**src/rtl/vector_mem_sequencer_pkg.sv**
```systemverilog
// Shared types for the vector memory sequencer and the vector load/store unit.
package vec_mem_pkg;

  localparam int LANES  = 4;
  localparam int DATA_W = 32;

  // One 32-bit word per lane; element [0] is lane 0.
  typedef logic [0:LANES-1][DATA_W-1:0] lane_vec_t;

  // Sequencer phases: wait for request, issue four lane accesses,
  // catch the last read word, hold the response.
  typedef enum logic [1:0] {
    IDLE  = 2'd0,
    ISSUE = 2'd1,
    DRAIN = 2'd2,
    RESP  = 2'd3
  } state_t;

endpackage

```
**src/rtl/vector_mem_sequencer_if.sv**
```systemverilog
// Request, response and memory-port bundle for the vector memory sequencer.
//
// Handshake rules: a request transfers on a rising edge where req_valid and
// req_ready are both 1; a response transfers on a rising edge where
// resp_valid and resp_ready are both 1. Once resp_valid is 1, resp_valid and
// resp_rdata hold until that transfer. The memory port has no handshake:
// mem_en strobes one access per cycle and read data returns on mem_rdata
// exactly one cycle after a read strobe.
interface vector_mem_sequencer_if
  import vec_mem_pkg::*;
#(
  parameter int MEM_ADDR_W = 10
);

  logic                  req_valid;
  logic                  req_ready;
  logic                  req_we;
  logic [31:0]           req_base;
  lane_vec_t             req_wdata;

  logic                  resp_valid;
  logic                  resp_ready;
  lane_vec_t             resp_rdata;

  logic                  mem_en;
  logic                  mem_we;
  logic [MEM_ADDR_W-1:0] mem_addr;
  logic [31:0]           mem_wdata;
  logic [31:0]           mem_rdata;

  // Requester plus memory side.
  modport master (
    output req_valid, req_we, req_base, req_wdata, resp_ready, mem_rdata,
    input  req_ready, resp_valid, resp_rdata, mem_en, mem_we, mem_addr, mem_wdata
  );

  // Sequencer side.
  modport slave (
    input  req_valid, req_we, req_base, req_wdata, resp_ready, mem_rdata,
    output req_ready, resp_valid, resp_rdata, mem_en, mem_we, mem_addr, mem_wdata
  );

endinterface

```
**src/rtl/vector_mem_sequencer.sv**
```systemverilog
// Vector memory sequencer: turns one 4-lane load/store request into four
// consecutive single-word memory accesses and returns one vector response.
module vector_mem_sequencer
  import vec_mem_pkg::*;
#(
  parameter int MEM_ADDR_W = 10
) (
  input  logic                    clk,
  input  logic                    rst_n,
  vector_mem_sequencer_if.slave   bus,
  output state_t                  state_dbg
);

  state_t    state;
  logic [1:0] lane;
  logic      we_q;
  logic [31:0] base_q;
  lane_vec_t wdata_q;

  // Address and store data follow the lane counter; with reset values of
  // zero they also read zero while in reset. Wrap past all-ones is silent.
  assign bus.mem_addr  = MEM_ADDR_W'(base_q + 32'(lane));
  assign bus.mem_wdata = wdata_q[lane];
  assign state_dbg     = state;

  // Sequencer FSM with registered handshake, strobe and gather outputs.
  always_ff @(posedge clk or negedge rst_n) begin
    if (!rst_n) begin
      state          <= IDLE;
      lane           <= 2'd0;
      we_q           <= 1'b0;
      base_q         <= 32'd0;
      wdata_q        <= '0;
      bus.req_ready  <= 1'b0;
      bus.resp_valid <= 1'b0;
      bus.resp_rdata <= '0;
      bus.mem_en     <= 1'b0;
      bus.mem_we     <= 1'b0;
    end else begin
      case (state)
        IDLE: begin
          if (bus.req_valid && bus.req_ready) begin
            // Snapshot the whole request so later req_* changes are ignored.
            we_q           <= bus.req_we;
            base_q         <= bus.req_base;
            wdata_q        <= bus.req_wdata;
            lane           <= 2'd0;
            bus.req_ready  <= 1'b0;
            bus.resp_rdata <= '0;
            bus.mem_en     <= 1'b1;
            bus.mem_we     <= bus.req_we;
            state          <= ISSUE;
          end else begin
            bus.req_ready <= 1'b1;
          end
        end

        ISSUE: begin
          // Read data for the previous lane arrives one cycle after its strobe.
          if (!we_q && (lane != 2'd0)) begin
            bus.resp_rdata[lane - 2'd1] <= bus.mem_rdata;
          end
          if (lane == 2'd3) begin
            bus.mem_en <= 1'b0;
            bus.mem_we <= 1'b0;
            if (we_q) begin
              bus.resp_valid <= 1'b1;
              state          <= RESP;
            end else begin
              state <= DRAIN;
            end
          end else begin
            lane <= lane + 2'd1;
          end
        end

        DRAIN: begin
          bus.resp_rdata[3] <= bus.mem_rdata;
          bus.resp_valid    <= 1'b1;
          state             <= RESP;
        end

        RESP: begin
          // Ready comes back one cycle after the response is taken.
          if (bus.resp_ready) begin
            bus.resp_valid <= 1'b0;
            bus.req_ready  <= 1'b1;
            state          <= IDLE;
          end
        end

        default: state <= IDLE;
      endcase
    end
  end

endmodule

```
**src/flat_wrapper.sv**
```systemverilog
// flat-port wrapper written by rule: the top's interface ports become plain ports
module vector_mem_sequencer_flat import vec_mem_pkg::*;
#(
  parameter int MEM_ADDR_W = 10
)
  (clk, rst_n, state_dbg, bus_req_valid, bus_req_we, bus_req_base, bus_req_wdata, bus_resp_ready, bus_mem_rdata, bus_req_ready, bus_resp_valid, bus_resp_rdata, bus_mem_en, bus_mem_we, bus_mem_addr, bus_mem_wdata);
  vector_mem_sequencer_if #(.MEM_ADDR_W(MEM_ADDR_W)) bus_i ();
  input  logic clk;
  input  logic rst_n;
  output state_t state_dbg;
  input wire logic [$bits(bus_i.req_valid)-1:0] bus_req_valid;
  input wire logic [$bits(bus_i.req_we)-1:0] bus_req_we;
  input wire logic [$bits(bus_i.req_base)-1:0] bus_req_base;
  input wire logic [$bits(bus_i.req_wdata)-1:0] bus_req_wdata;
  input wire logic [$bits(bus_i.resp_ready)-1:0] bus_resp_ready;
  input wire logic [$bits(bus_i.mem_rdata)-1:0] bus_mem_rdata;
  output wire logic [$bits(bus_i.req_ready)-1:0] bus_req_ready;
  output wire logic [$bits(bus_i.resp_valid)-1:0] bus_resp_valid;
  output wire logic [$bits(bus_i.resp_rdata)-1:0] bus_resp_rdata;
  output wire logic [$bits(bus_i.mem_en)-1:0] bus_mem_en;
  output wire logic [$bits(bus_i.mem_we)-1:0] bus_mem_we;
  output wire logic [$bits(bus_i.mem_addr)-1:0] bus_mem_addr;
  output wire logic [$bits(bus_i.mem_wdata)-1:0] bus_mem_wdata;
  assign bus_i.req_valid = bus_req_valid;
  assign bus_i.req_we = bus_req_we;
  assign bus_i.req_base = bus_req_base;
  assign bus_i.req_wdata = bus_req_wdata;
  assign bus_i.resp_ready = bus_resp_ready;
  assign bus_i.mem_rdata = bus_mem_rdata;
  assign bus_req_ready = bus_i.req_ready;
  assign bus_resp_valid = bus_i.resp_valid;
  assign bus_resp_rdata = bus_i.resp_rdata;
  assign bus_mem_en = bus_i.mem_en;
  assign bus_mem_we = bus_i.mem_we;
  assign bus_mem_addr = bus_i.mem_addr;
  assign bus_mem_wdata = bus_i.mem_wdata;
  vector_mem_sequencer #(.MEM_ADDR_W(MEM_ADDR_W)) u_core (.clk(clk), .rst_n(rst_n), .bus(bus_i), .state_dbg(state_dbg));
endmodule
```
**config.mk**
```make
export PLATFORM = sky130hd
export DESIGN_NAME = vector_mem_sequencer_flat
export DESIGN_NICKNAME = d
export VERILOG_FILES = /design/src/rtl/vector_mem_sequencer_pkg.sv /design/src/rtl/vector_mem_sequencer_if.sv /design/src/rtl/vector_mem_sequencer.sv /design/src/flat_wrapper.sv
export SDC_FILE = /design/constraint.sdc
export NUM_CORES = 1
export LEC_CHECK = 0
export ABC_AREA = 1
export ABC_CLOCK_PERIOD_IN_PS = 3800
export BUFFER_PORTS_ARGS = -buffer_cell sky130_fd_sc_hd__buf_2
export CAP_MARGIN = 10
export CORE_ASPECT_RATIO = 2
export CORE_MARGIN = 2
export CORE_UTILIZATION = 24
export CTS_CLUSTER_SIZE = 30
export DETAILED_ROUTE_END_ITERATION = 16
export PLACE_DENSITY_LB_ADDON = 0.15
export SLEW_MARGIN = 20
export SYNTH_ARGS = -nofsm -noshare
export SYNTH_HDL_FRONTEND = slang
export SYNTH_SLANG_ARGS = --single-unit
```
**constraint.sdc**
```tcl
create_clock -name clk -period 3.8 [get_ports clk]
set_input_delay 0.19 -clock clk [delete_from_list [all_inputs] [get_ports clk]]
set_output_delay 0.19 -clock clk [all_outputs]
set_load 0.02 [all_outputs]
```
==> reports/results.tsv, run 1 <==
stage	metric	value	unit
sta	Worst Hold Slack	0.224	ns
pwr	internal power	0.00748	W
placement	placed cell area	15100	µm²
global_routing	global routing usage summed across all routing layers	17.0	%
placement	post-detail-place hpwl	31.4	mm
pwr	clock network power share	21.7	%
sta	RSZ-0062 raised after global routing	no	
global_routing	wire length of the first global-routing pass	74.1	mm
setup_path	CP required	3.61	ns
finish	cell area after layout	17800	µm²
sta	final worst clock skew	0.0102	ns
synthesis	Synth Register Bits	275	
detailed_routing	via density per instance	4.45	
setup_path	Crit. End Element	output pin	
global_routing	global-route congestion overflow total	0	
die	DIE WIDTH	166	µm
finish	layout cell share with drive strength beyond 1	20.5	%
clock_network	Resize count post-CTS	0	
placement	Post-Place Cells	2550	
detailed_routing	Initial DRC Count	722	
setup_path	crit path launch type	register	
pwr	Max VDD drop	0.511	mV
setup_path	worst setup path category	reg2out	
detailed_routing	residual antenna-violating net count after detailed routing	0	
synthesis	netlist area before placement	12700	µm²
finish	Area Growth Syn to Fin	40.4	%
synthesis	proportion of synthesized chip area in sequential cells	54.4	%
clock_network	number of setup buffers added after CTS	0	
global_routing	maximum number of pins on one net before global-route repair	132	
detailed_routing	Residual DRC	0	
status	status	finished, final reports clean	
run	number of maximum-capacitance constraint violations	0	
synthesis	total number of yosys warnings	0	
detailed_routing	total vias in the final route	12326	
sta	Final Hold Fails	0	
sta	final setup TNS	0	ns
placement	worst slack at placement	1.07	ns
clock_network	total number of clock tree sinks	275	
die	Total Die Area	54700	µm²
finish	antenna cell count	0	
synthesis	Avg Synthesized Cell Area	7.79	µm²
finish	net total in the final layout	2298	
global_routing	number of global-route vias before repair	12818	
pwr	leakage power of the design	9.97	nW
sta	total count of max-transition violations in the final report	0	
finish	post-layout instance count excluding filler cells	2772	
die	Top-Level Pins	373	
die	area of the core	52400	µm²
pwr	register share of total power	32.2	%
pwr	net load switching power	0.00646	W
clock_network	clock tree from TritonCTS	built	
sta	final setup fails	0	
synthesis	Net Count, Synth	1834	
sta	fmax	362	MHz
placement	routability-driven placement congestion ratio	0.784	
clock_network	clock transition time at the flip-flop clock pins of the worst setup and hold paths	0.07	ns
clock_network	H-tree level count	1	
clock_network	number of CTS-inserted buffers	28	
die	Rows	119	
die	initial standard-cell utilization of the core	24.1	%
sta	final critical path time including I/O delays and setup	2.76	ns
synthesis	number of different library cells in the post-synthesis netlist	24	
pwr	switch share	46.4	%
sta	worst-case headroom to the max-slew limit	33.2	%
detailed_routing	Routed wire per std cell	17.0	µm
detailed_routing	total wirelength of the detailed-routed design	47.1	mm
sta	Tightest Pin Transition	1.00	ns
clock_network	Clock Tree Buf Depth	3	
sta	Period Utilization, post-route	72.6	%
min_path	HP Class	in2reg	
pwr	Comb power frac	46.1	%
clock_network	source-to-sink clock delay at the later pin of the worst-skew pair	0.57	ns
sta	worst-case setup margin in the final layout	1.04	ns
global_routing	number of antenna violations at the first check in global routing	3	
die	die extent in y	329	µm
clock_network	clock root cell	sky130_fd_sc_hd__clkbuf_16	
setup_path	crit path max fanout	38	
detailed_routing	count of TritonRoute iterations in the first routing pass	5	
pwr	pwr dens	785	nW/µm²
setup_path	critical path arrival	2.57	ns
synthesis	number of instances in the synthesized netlist	1624	
placement	number of buffers inserted by port buffering	350	
-- critical path: stages (launching register included) --
cell and delay (ns):
sky130_fd_sc_hd__dfrtp_2 0.40, sky130_fd_sc_hd__buf_4 0.30, sky130_fd_sc_hd__ha_1 0.35, sky130_fd_sc_hd__nand2_1 0.06, sky130_fd_sc_hd__a21boi_0 0.43, sky130_fd_sc_hd__nor2_1 0.07, sky130_fd_sc_hd__a21oi_1 0.19, sky130_fd_sc_hd__buf_2 0.20
-- layout make-up --
cell class | instances | area, µm²
fill | 5677 | 34700
clock buffer | 37 | 806
clock inverter | 12 | 170
multi-input combinational | 1177 | 5110
sequential | 275 | 6880
tap | 665 | 832
inverter | 60 | 228
timing repair buffer | 546 | 3730
-- sequential cells by signal, summed over array words and instances (netlist names) --
register / flops
u_core.bus.resp_valid: 1
u_core.wdata_q: 128
u_core.lane: 2
u_core.we_q: 1
u_core.bus.resp_rdata: 128
u_core.bus.req_ready: 1
u_core.state_dbg: 2
u_core.base_q: 10
u_core.bus.mem_en: 1
u_core.bus.mem_we: 1
-- per-layer routing --
layer  up-vias  GRT usage [%]  wire length, µm
li1       6088              -                -
met2       371           31.6            24200
met4         6           5.68             1500
met5         -              0               38
met3        70           3.71             2920
met1      5791           19.2            18400
-- cell usage in the layout, fill, tap and decap left out, drive strengths merged --
cell type	count
o21ai	82
nand4	100
nor3	2
fa	1
xor2	5
nand2	826
nor2	74
clkbuf	37
nand3	38
clkinvlp	1
bufinv	4
nand3b	1
clkinv	6
o22ai	32
buf	373
a21oi	3
dlygate4sd3	173
dfrtp	275
a21boi	1
inv	61
ha	12
-- synth_stat cells --
cell type                    n  area, µm²
sky130_fd_sc_hd__xor2_1      5       43.8
sky130_fd_sc_hd__nor2_2      1       6.26
sky130_fd_sc_hd__nand3_1    38        190
sky130_fd_sc_hd__clkbuf_1   65        244
sky130_fd_sc_hd__o22ai_1    32        200
sky130_fd_sc_hd__ha_1       12        150
sky130_fd_sc_hd__o21ai_0    81        405
sky130_fd_sc_hd__nor2_1     73        274
sky130_fd_sc_hd__inv_2       1       3.75
sky130_fd_sc_hd__dfrtp_1   275       6880
sky130_fd_sc_hd__o21ai_2     1       8.76
sky130_fd_sc_hd__a21oi_2     1       8.76
sky130_fd_sc_hd__nor3_1      2       10.0
sky130_fd_sc_hd__nand4_1   100        626
sky130_fd_sc_hd__inv_1      59        221
sky130_fd_sc_hd__clkbuf_2    2       10.0
sky130_fd_sc_hd__a21boi_0    1       7.51
sky130_fd_sc_hd__nand3b_1    1       7.51
sky130_fd_sc_hd__fa_1        1       20.0
sky130_fd_sc_hd__nand2_1   826       3100
sky130_fd_sc_hd__a21oi_1     2       10.0
sky130_fd_sc_hd__buf_2      40        200
sky130_fd_sc_hd__buf_1       4       15.0
sky130_fd_sc_hd__buf_4       1       7.51
-- stage by stage --
step           power, W  util, %
2_1_floorplan   0.00857        -
3_3_place_gp     0.0109     28.7
3_5_place_dp     0.0109     28.7
4_1_cts          0.0142     33.9
5_1_grt          0.0151     33.9
6_report         0.0139     33.9
-- final timing paths --
kind | slack, ns | start | to | cells past startpoint
worst min-delay path | 0.22 | bus_req_valid | u_core.wdata_q[125] | 5
worst max register to register | 1.10 | u_core.lane[0] | u_core.bus.resp_rdata[70] | 10
worst max-delay path | 1.04 | u_core.lane[1] | bus_mem_addr[3] | 7
min in group asynchronous | 0.30 | rst_n | u_core.bus.resp_rdata[115] | 2
worst min register to register | 0.46 | u_core.bus.resp_rdata[67] | u_core.bus.resp_rdata[67] | 2
max in group asynchronous | 2.54 | rst_n | u_core.wdata_q[1] | 3
-- cell families after synthesis --
logic type      after synthesis  share of synthesized area [%]
simple gates               1041                           33.3
xor+xnor                      5                          0.346
fa+ha+maj                    13                           1.34
flops                       275                           54.4
compound gates              118                           5.06
buf+inv                     172                           5.55
-- power by group through the flow --
| stage | logic, W | clock network (W) | registers [W] |
|---|---|---|---|
| global placement | 0.00638 | 0 | 0.00452 |
| floorplan | 0.00379 | 0 | 0.00478 |
| detailed placement | 0.00640 | 0 | 0.00454 |
| global route | 0.00722 | 0.00324 | 0.00462 |
| CTS | 0.00656 | 0.00315 | 0.00450 |
| finish | 0.00643 | 0.00302 | 0.00449 |
-- what timing repair did --
action / in CTS / in global routing
hold endpoints to repair: 331 / 0
hold buffers: 173 / 0
endpoints found under the setup margin: 0 / 0
(Power assumes the default switching activity.)
==> run 2, diff against run 1 <==
ABC_CLOCK_PERIOD_IN_PS = 2800   (was 3800)
clock period = 2.8 ns   (was 3.8 ns; I/O delays follow)
==> run 2 against run 1 <==
Clock-buffer cell count grew 4. Routed wire length fell by 0.17%. Global-route usage down 0.073 points. Largest power group unchanged. Critical path type unchanged. Via count rose by 0.81%. First-iteration DRC count grew 0.83%. Sequential share of layout area fell by 0.23 points. Worst setup slack got worse by 0.79 ns. Critical endpoint is now bus_mem_addr[8]. Utilization grew 0.20 points.
==> reports/results.tsv, run 2 (synthesis results as in run 1) <==
stage	metric	value	unit	change
detailed_routing	total wirelength of the detailed-routed design	47.0	mm	-0.17%
pwr	net load switching power	0.00878	W	+36%
setup_path	critical path arrival	2.41	ns	-0.16 ns
pwr	leakage power of the design	10.0	nW	+0.56%
detailed_routing	count of TritonRoute iterations in the first routing pass	5		unchanged
sta	final setup TNS	0	ns	unchanged
detailed_routing	Routed wire per std cell	16.9	µm	-0.49%
finish	net total in the final layout	2306		+0.35%
detailed_routing	total vias in the final route	12426		+0.81%
global_routing	number of global-route vias before repair	12930		+0.87%
detailed_routing	via density per instance	4.47		+0.49%
pwr	Comb power frac	46.4	%	+0.3 points
sta	worst-case headroom to the max-slew limit	50.3	%	+17 points
finish	most frequent cells in the layout	sky130_fd_sc_hd__nand2_1 (826), sky130_fd_sc_hd__buf_2 (349), sky130_fd_sc_hd__dfrtp_1 (273), sky130_fd_sc_hd__dlygate4sd3_1 (173), sky130_fd_sc_hd__nand4_1 (100)		
clock_network	source-to-sink clock delay at the later pin of the worst-skew pair	0.58	ns	about the same
pwr	Max VDD drop	0.559	mV	+9.4%
sta	final setup fails	0		unchanged
clock_network	clock transition time at the flip-flop clock pins of the worst setup and hold paths	0.06	ns	about the same
clock_network	H-tree level count	1		unchanged
sta	total count of max-transition violations in the final report	0		unchanged
detailed_routing	Initial DRC Count	728		+0.83%
setup_path	crit path max fanout	9		-76%
clock_network	clock tree from TritonCTS	built		
global_routing	met1 global-route usage	19.5	%	+0.30 points
sta	RSZ-0062 raised after global routing	no		
global_routing	wire length of the first global-routing pass	73.6	mm	-0.62%
setup_path	library cell contributing the largest single delay on the critical path	sky130_fd_sc_hd__fa_1		
global_routing	number of antenna violations at the first check in global routing	1		-2
placement	routability-driven placement congestion ratio	0.799		+1.9%
clock_network	number of setup buffers added after CTS	0		unchanged
finish	commonest non-fill, non-tap cell in the layout	sky130_fd_sc_hd__nand2_1		
global_routing	global-route congestion overflow total	0		unchanged
pwr	register share of total power	32.2	%	about the same
setup_path	logic depth of the worst register-to-register path	7		-3
finish	largest registers	u_core.bus.resp_rdata x128, u_core.wdata_q x128, u_core.base_q x10		
finish	layout cell share with drive strength beyond 1	20.6	%	+0.10 points
clock_network	total number of clock tree sinks	275		unchanged
sta	final critical path time including I/O delays and setup	2.55	ns	
sta	fmax	392	MHz	
placement	number of buffers inserted by port buffering	350		unchanged
placement	worst slack at placement	0.620	ns	-0.450 ns
setup_path	Crit. End Element	output pin		
global_routing	met2 Usage GRT	31.1	%	-0.48 points
die	Top-Level Pins	373		unchanged
finish	multi-input combinational cell area	5110	µm²	unchanged
sta	final worst clock skew	0.0150	ns	+0.00484 ns
clock_network	Clock Tree Buf Depth	3		unchanged
setup_path	CP cell instances	ha_1 -> fa_1 -> inv_1 -> nor2_1 -> nand2_1 -> xor2_1 -> buf_2		
global_routing	global-route met3 utilization	3.39	%	-0.31 points
finish	Area Growth Syn to Fin	41.2	%	
setup_path	CP required	2.66	ns	-0.95 ns
global_routing	global routing usage summed across all routing layers	16.9	%	-0.073 points
sta	worst-case setup margin in the final layout	0.252	ns	-0.789 ns
pwr	internal power	0.0103	W	+38%
finish	number of inserted filler cells in the final layout	5689		+0.21%
pwr	pwr dens	1070	nW/µm²	+36%
placement	post-detail-place hpwl	32.1	mm	+2.0%
setup_path	worst setup path category	reg2out		
sta	Final Hold Fails	0		unchanged
die	area of the core	52400	µm²	unchanged
detailed_routing	Residual DRC	0		unchanged
clock_network	number of CTS-inserted buffers	29		+3.6%
setup_path	crit path launch type	register		
sta	Period Utilization, post-route	91.0	%	
die	Total Die Area	54700	µm²	unchanged
die	DIE WIDTH	166	µm	unchanged
sta	Tightest Pin Transition	0.746	ns	-0.255 ns
finish	sequential cell area in the final layout	6880	µm²	unchanged
die	die extent in y	329	µm	unchanged
global_routing	maximum number of pins on one net before global-route repair	133		+0.76%
run	number of maximum-capacitance constraint violations	0		unchanged
setup_path	CP peak stage delay	0.51	ns	+0.08 ns
pwr	switch share	46.0	%	-0.32 points
die	Rows	119		unchanged
pwr	clock network power share	21.4	%	-0.3 points
status	status	finished, final reports clean		
global_routing	grt peak-use layer	met2		
min_path	HP Class	in2async		
clock_network	clock root cell	sky130_fd_sc_hd__clkbuf_16		
die	initial standard-cell utilization of the core	24.1	%	unchanged
detailed_routing	residual antenna-violating net count after detailed routing	0		unchanged
finish	antenna cell count	0		unchanged
## run 2: power groups by stage
stage / registers (W) / logic, W / clock network [W]
2_1_floorplan: 0.00649 / 0.00514 / 0
3_3_place_gp: 0.00618 / 0.00876 / 0
3_5_place_dp: 0.00621 / 0.00883 / 0
4_1_cts: 0.00615 / 0.00903 / 0.00425
5_1_grt: 0.00632 / 0.00990 / 0.00438
6_report: 0.00614 / 0.00885 / 0.00408
## run 2: layout make-up
type | instances | area share, %
Inverter | 60 | 1.27
Sequential cell | 275 | 38.5
Tap cell | 665 | 4.66
Multi-Input combinational cell | 1177 | 28.6
Timing Repair Buffer | 553 | 21.5
Clock buffer | 41 | 4.54
Clock inverter | 10 | 0.841
## run 2: metrics by stage
stage                     instances  hold slack, ns  utilization, %  power [W]  area, µm²
after detailed placement       2557           0.181            28.9     0.0150      15200
after global routing           2781           0.191            34.1     0.0206      17900
after CTS                      2781           0.145            34.1     0.0194      17900
final                          2781           0.116            34.1     0.0191      17900
after floorplan                1624          -0.156               -     0.0116      12700
after global placement         2557           0.189            28.9     0.0149      15200
## run 2: final timing paths
kind | from | to | slack, ns
hold / removal | rst_n | u_core.bus.resp_rdata[75] | 0.12
min in group clk | bus_req_valid | u_core.lane[0] | 0.21
max in group asynchronous | rst_n | u_core.wdata_q[100] | 1.90
setup / recovery | u_core.lane[0] | bus_mem_addr[8] | 0.25
hold reg to reg | u_core.wdata_q[84] | u_core.wdata_q[84] | 0.46
setup reg to reg | u_core.state_dbg[0] | u_core.wdata_q[18] | 0.63
## run 2: what timing repair did
item / in CTS / in global routing
endpoints found under the setup margin: 0 / 1
hold buffers: 173 / 0
resized for setup: 0 / 1
hold endpoints to repair: 331 / 0
## run 2: worst max-delay path: cells and delay by family (launching register included)
| family | cells | cell delay (ns) |
|---|---|---|
| adder cells (fa/ha/maj) | 2 | 0.76 |
| flip-flops | 1 | 0.48 |
| buffers and inverters | 2 | 0.29 |
| AND/OR/NAND/NOR | 2 | 0.16 |
| XOR/XNOR | 1 | 0.14 |
## run 2: layer usage
| metal | routed length, µm | part of all wire [%] |
|---|---|---|
| met5 | 13 | 0.028 |
| met4 | 1420 | 3.0 |
| met3 | 2920 | 6.2 |
| met2 | 24000 | 51 |
| met1 | 18600 | 40 |
==> run 3, diff against run 2 <==
PLACE_DENSITY_LB_ADDON = unset   (was 0.15)
==> run 3 against run 2 <==
Sequential cell count did not move. Utilization about the same. Routed wire length shrank 0.68%. Non-clock buffer count grew 4. Die area stayed put. Sequential share of layout area about the same. Clock-buffer cell count is 3 lower. Design area about the same. Global-route usage decreased by 0.34 points. Sequential power barely moved.
==> reports/results.tsv, run 3 (synthesis results as in run 1) <==
stage	metric	value	unit	change
die	initial standard-cell utilization of the core	24.1	%	unchanged
die	DIE WIDTH	166	µm	unchanged
clock_network	clock tree from TritonCTS	built		
finish	net total in the final layout	2308		+0.087%
detailed_routing	Routed wire per std cell	16.8	µm	-0.79%
pwr	internal power	0.0103	W	+0.48%
setup_path	crit path launch type	register		
finish	largest registers	u_core.bus.resp_rdata x128, u_core.wdata_q x128, u_core.base_q x10		
setup_path	CP cell instances	buf_4 -> ha_1 -> nand2_1 -> a21boi_0 -> nor2_1 -> a21oi_1 -> buf_2		
setup_path	CP peak stage delay	0.51	ns	about the same
finish	commonest non-fill, non-tap cell in the layout	sky130_fd_sc_hd__nand2_1		
detailed_routing	Residual DRC	0		unchanged
clock_network	Clock Tree Buf Depth	3		unchanged
die	Top-Level Pins	373		unchanged
pwr	switch share	46.1	%	+0.074 points
pwr	register share of total power	32.0	%	-0.2 points
pwr	Comb power frac	46.4	%	about the same
sta	final setup fails	0		unchanged
detailed_routing	Initial DRC Count	879		+21%
global_routing	maximum number of pins on one net before global-route repair	98		-26%
detailed_routing	count of TritonRoute iterations in the first routing pass	5		unchanged
setup_path	FF-to-FF End	u_core.bus.resp_rdata[76]		
clock_network	source-to-sink clock delay at the later pin of the worst-skew pair	0.58	ns	about the same
detailed_routing	via density per instance	4.58		+2.6%
finish	layout cell share with drive strength beyond 1	20.6	%	+0.075 points
sta	worst-case headroom to the max-slew limit	34.3	%	-16 points
sta	RSZ-0062 raised after global routing	no		
setup_path	crit path max fanout	11		+2
global_routing	global routing usage summed across all routing layers	16.6	%	-0.34 points
clock_network	H-tree level count	1		unchanged
setup_path	Worst R2R Setup Slack	0.49	ns	-0.14 ns
clock_network	clock root cell	sky130_fd_sc_hd__clkbuf_16		
pwr	pwr dens	1070	nW/µm²	+0.59%
global_routing	number of antenna violations at the first check in global routing	2		+1
sta	final critical path time including I/O delays and setup	2.57	ns	+0.0215 ns
sta	total count of max-transition violations in the final report	0		unchanged
sta	Period Utilization, post-route	91.8	%	+0.77 points
sta	final worst clock skew	0.0197	ns	+0.00467 ns
sta	final setup TNS	0	ns	unchanged
pwr	leakage power of the design	10.0	nW	+0.13%
setup_path	critical path arrival	2.43	ns	+0.02 ns
min_path	HP Class	in2async		
setup_path	CP delay by family, top	compound AO/OA/AOI/OAI gates		
placement	number of buffers inserted by port buffering	350		unchanged
pwr	net load switching power	0.00885	W	+0.78%
clock_network	number of CTS-inserted buffers	27		-6.9%
setup_path	CP required	2.66	ns	about the same
sta	Worst Hold Slack	0.129	ns	+0.0132 ns
run	number of maximum-capacitance constraint violations	0		unchanged
setup_path	worst setup path category	reg2out		
setup_path	number of buffers and inverters on the critical path	2		unchanged
status	status	finished, final reports clean		
detailed_routing	total vias in the final route	12760		+2.7%
global_routing	number of global-route vias before repair	13325		+3.1%
setup_path	logic depth of the worst register-to-register path	6		-1
clock_network	clock transition time at the flip-flop clock pins of the worst setup and hold paths	0.06	ns	about the same
sta	Tightest Pin Transition	0.986	ns	+0.240 ns
finish	Area Growth Syn to Fin	41.2	%	about the same
die	Total Die Area	54700	µm²	unchanged
placement	routability-driven placement congestion ratio	0.814		+1.9%
setup_path	library cell contributing the largest single delay on the critical path	sky130_fd_sc_hd__dfrtp_2		
global_routing	global-route congestion overflow total	0		unchanged
sta	fmax	389	MHz	-0.84%
die	Rows	119		unchanged
die	area of the core	52400	µm²	unchanged
sta	Final Hold Fails	0		unchanged
setup_path	Crit. End Element	output pin		
die	die extent in y	329	µm	unchanged
clock_network	total number of clock tree sinks	275		unchanged
setup_path	start of the worst register-to-register path	u_core.lane[1]		
placement	post-detail-place hpwl	31.7	mm	-1.2%
finish	most frequent cells in the layout	sky130_fd_sc_hd__nand2_1 (826), sky130_fd_sc_hd__buf_2 (349), sky130_fd_sc_hd__dfrtp_1 (273), sky130_fd_sc_hd__dlygate4sd3_1 (173), sky130_fd_sc_hd__nand4_1 (100)		
detailed_routing	residual antenna-violating net count after detailed routing	0		unchanged
detailed_routing	total wirelength of the detailed-routed design	46.7	mm	-0.68%
pwr	clock network power share	21.5	%	about the same
pwr	Max VDD drop	0.897	mV	+60%
global_routing	wire length of the first global-routing pass	72.1	mm	-2.0%
finish	fin util	34.1	%	about the same
[run 3: cell types whose count changed in the layout (fill, tap and decap cells not counted)]
cell,delta
sky130_fd_sc_hd__buf_12,-3
sky130_fd_sc_hd__buf_4,+8
sky130_fd_sc_hd__clkbuf_1,-2
sky130_fd_sc_hd__clkbuf_16,-2
sky130_fd_sc_hd__bufinv_16,+2
sky130_fd_sc_hd__diode_2,+1
sky130_fd_sc_hd__ha_2,-2
sky130_fd_sc_hd__clkinv_4,+2
sky130_fd_sc_hd__buf_6,-1
sky130_fd_sc_hd__ha_1,+2
sky130_fd_sc_hd__clkbuf_8,+1
sky130_fd_sc_hd__clkinv_2,-3
[run 3: worst max-delay path by stage]
stage / depth (start not counted) / startpoint / slack, ns / end
final: 7 / u_core.lane[1] / 0.23 / bus_mem_addr[3]
after detailed placement: 6 / u_core.lane[1] / 0.52 / u_core.bus.resp_rdata[84]
after global placement: 6 / u_core.lane[1] / 0.56 / u_core.bus.resp_rdata[107]
after global routing: 7 / u_core.lane[1] / 0.09 / bus_mem_addr[3]
after floorplan: 10 / u_core.lane[0] / 0.60 / u_core.bus.resp_rdata[33]
after CTS: 7 / u_core.lane[1] / 0.17 / bus_mem_addr[3]
[run 3: power groups by stage]
stage	clock network [W]	registers, W	logic, W
6_report	0.00413	0.00615	0.00891
5_1_grt	0.00437	0.00630	0.00985
4_1_cts	0.00426	0.00613	0.00901
3_5_place_dp	0	0.00619	0.00880
3_3_place_gp	0	0.00613	0.00867
2_1_floorplan	0	0.00649	0.00514
[run 3: per-stage QoR]
step / setup WS (ns) / total power, W / area, µm² / instances
after global routing: 0.0940 / 0.0205 / 17900 / 2784
after detailed placement: 0.524 / 0.0150 / 15200 / 2561
after CTS: 0.174 / 0.0194 / 17900 / 2783
after global placement: 0.561 / 0.0148 / 15200 / 2561
after floorplan: 0.600 / 0.0116 / 12700 / 1624
final: 0.230 / 0.0192 / 17900 / 2784
[run 3: what timing repair did]
| action | in CTS | in global routing |
|---|---|---|
| buffers inserted | 0 | 0 |
| hold buffers | 173 | 0 |
| hold endpoints to repair | 315 | 0 |
| resized for setup | 0 | 0 |
[run 3: metal layers]
metal	wire length [µm]	part of all wire, %	GRT usage [%]
met1	18100	39	18.7
met4	1890	4.0	7.57
met5	13	0.028	0
met3	2640	5.7	2.60
met2	24100	52	30.8
[run 3: layout make-up]
class                           count  area (µm²)
Inverter                           60         228
Timing Repair Buffer              557        3840
Sequential cell                   275        6880
Antenna cell                        1        2.50
Clock inverter                     11         213
Fill cell                        5445       34500
Multi-Input combinational cell   1177        5110
Tap cell                          665         832
Clock buffer                       38         767
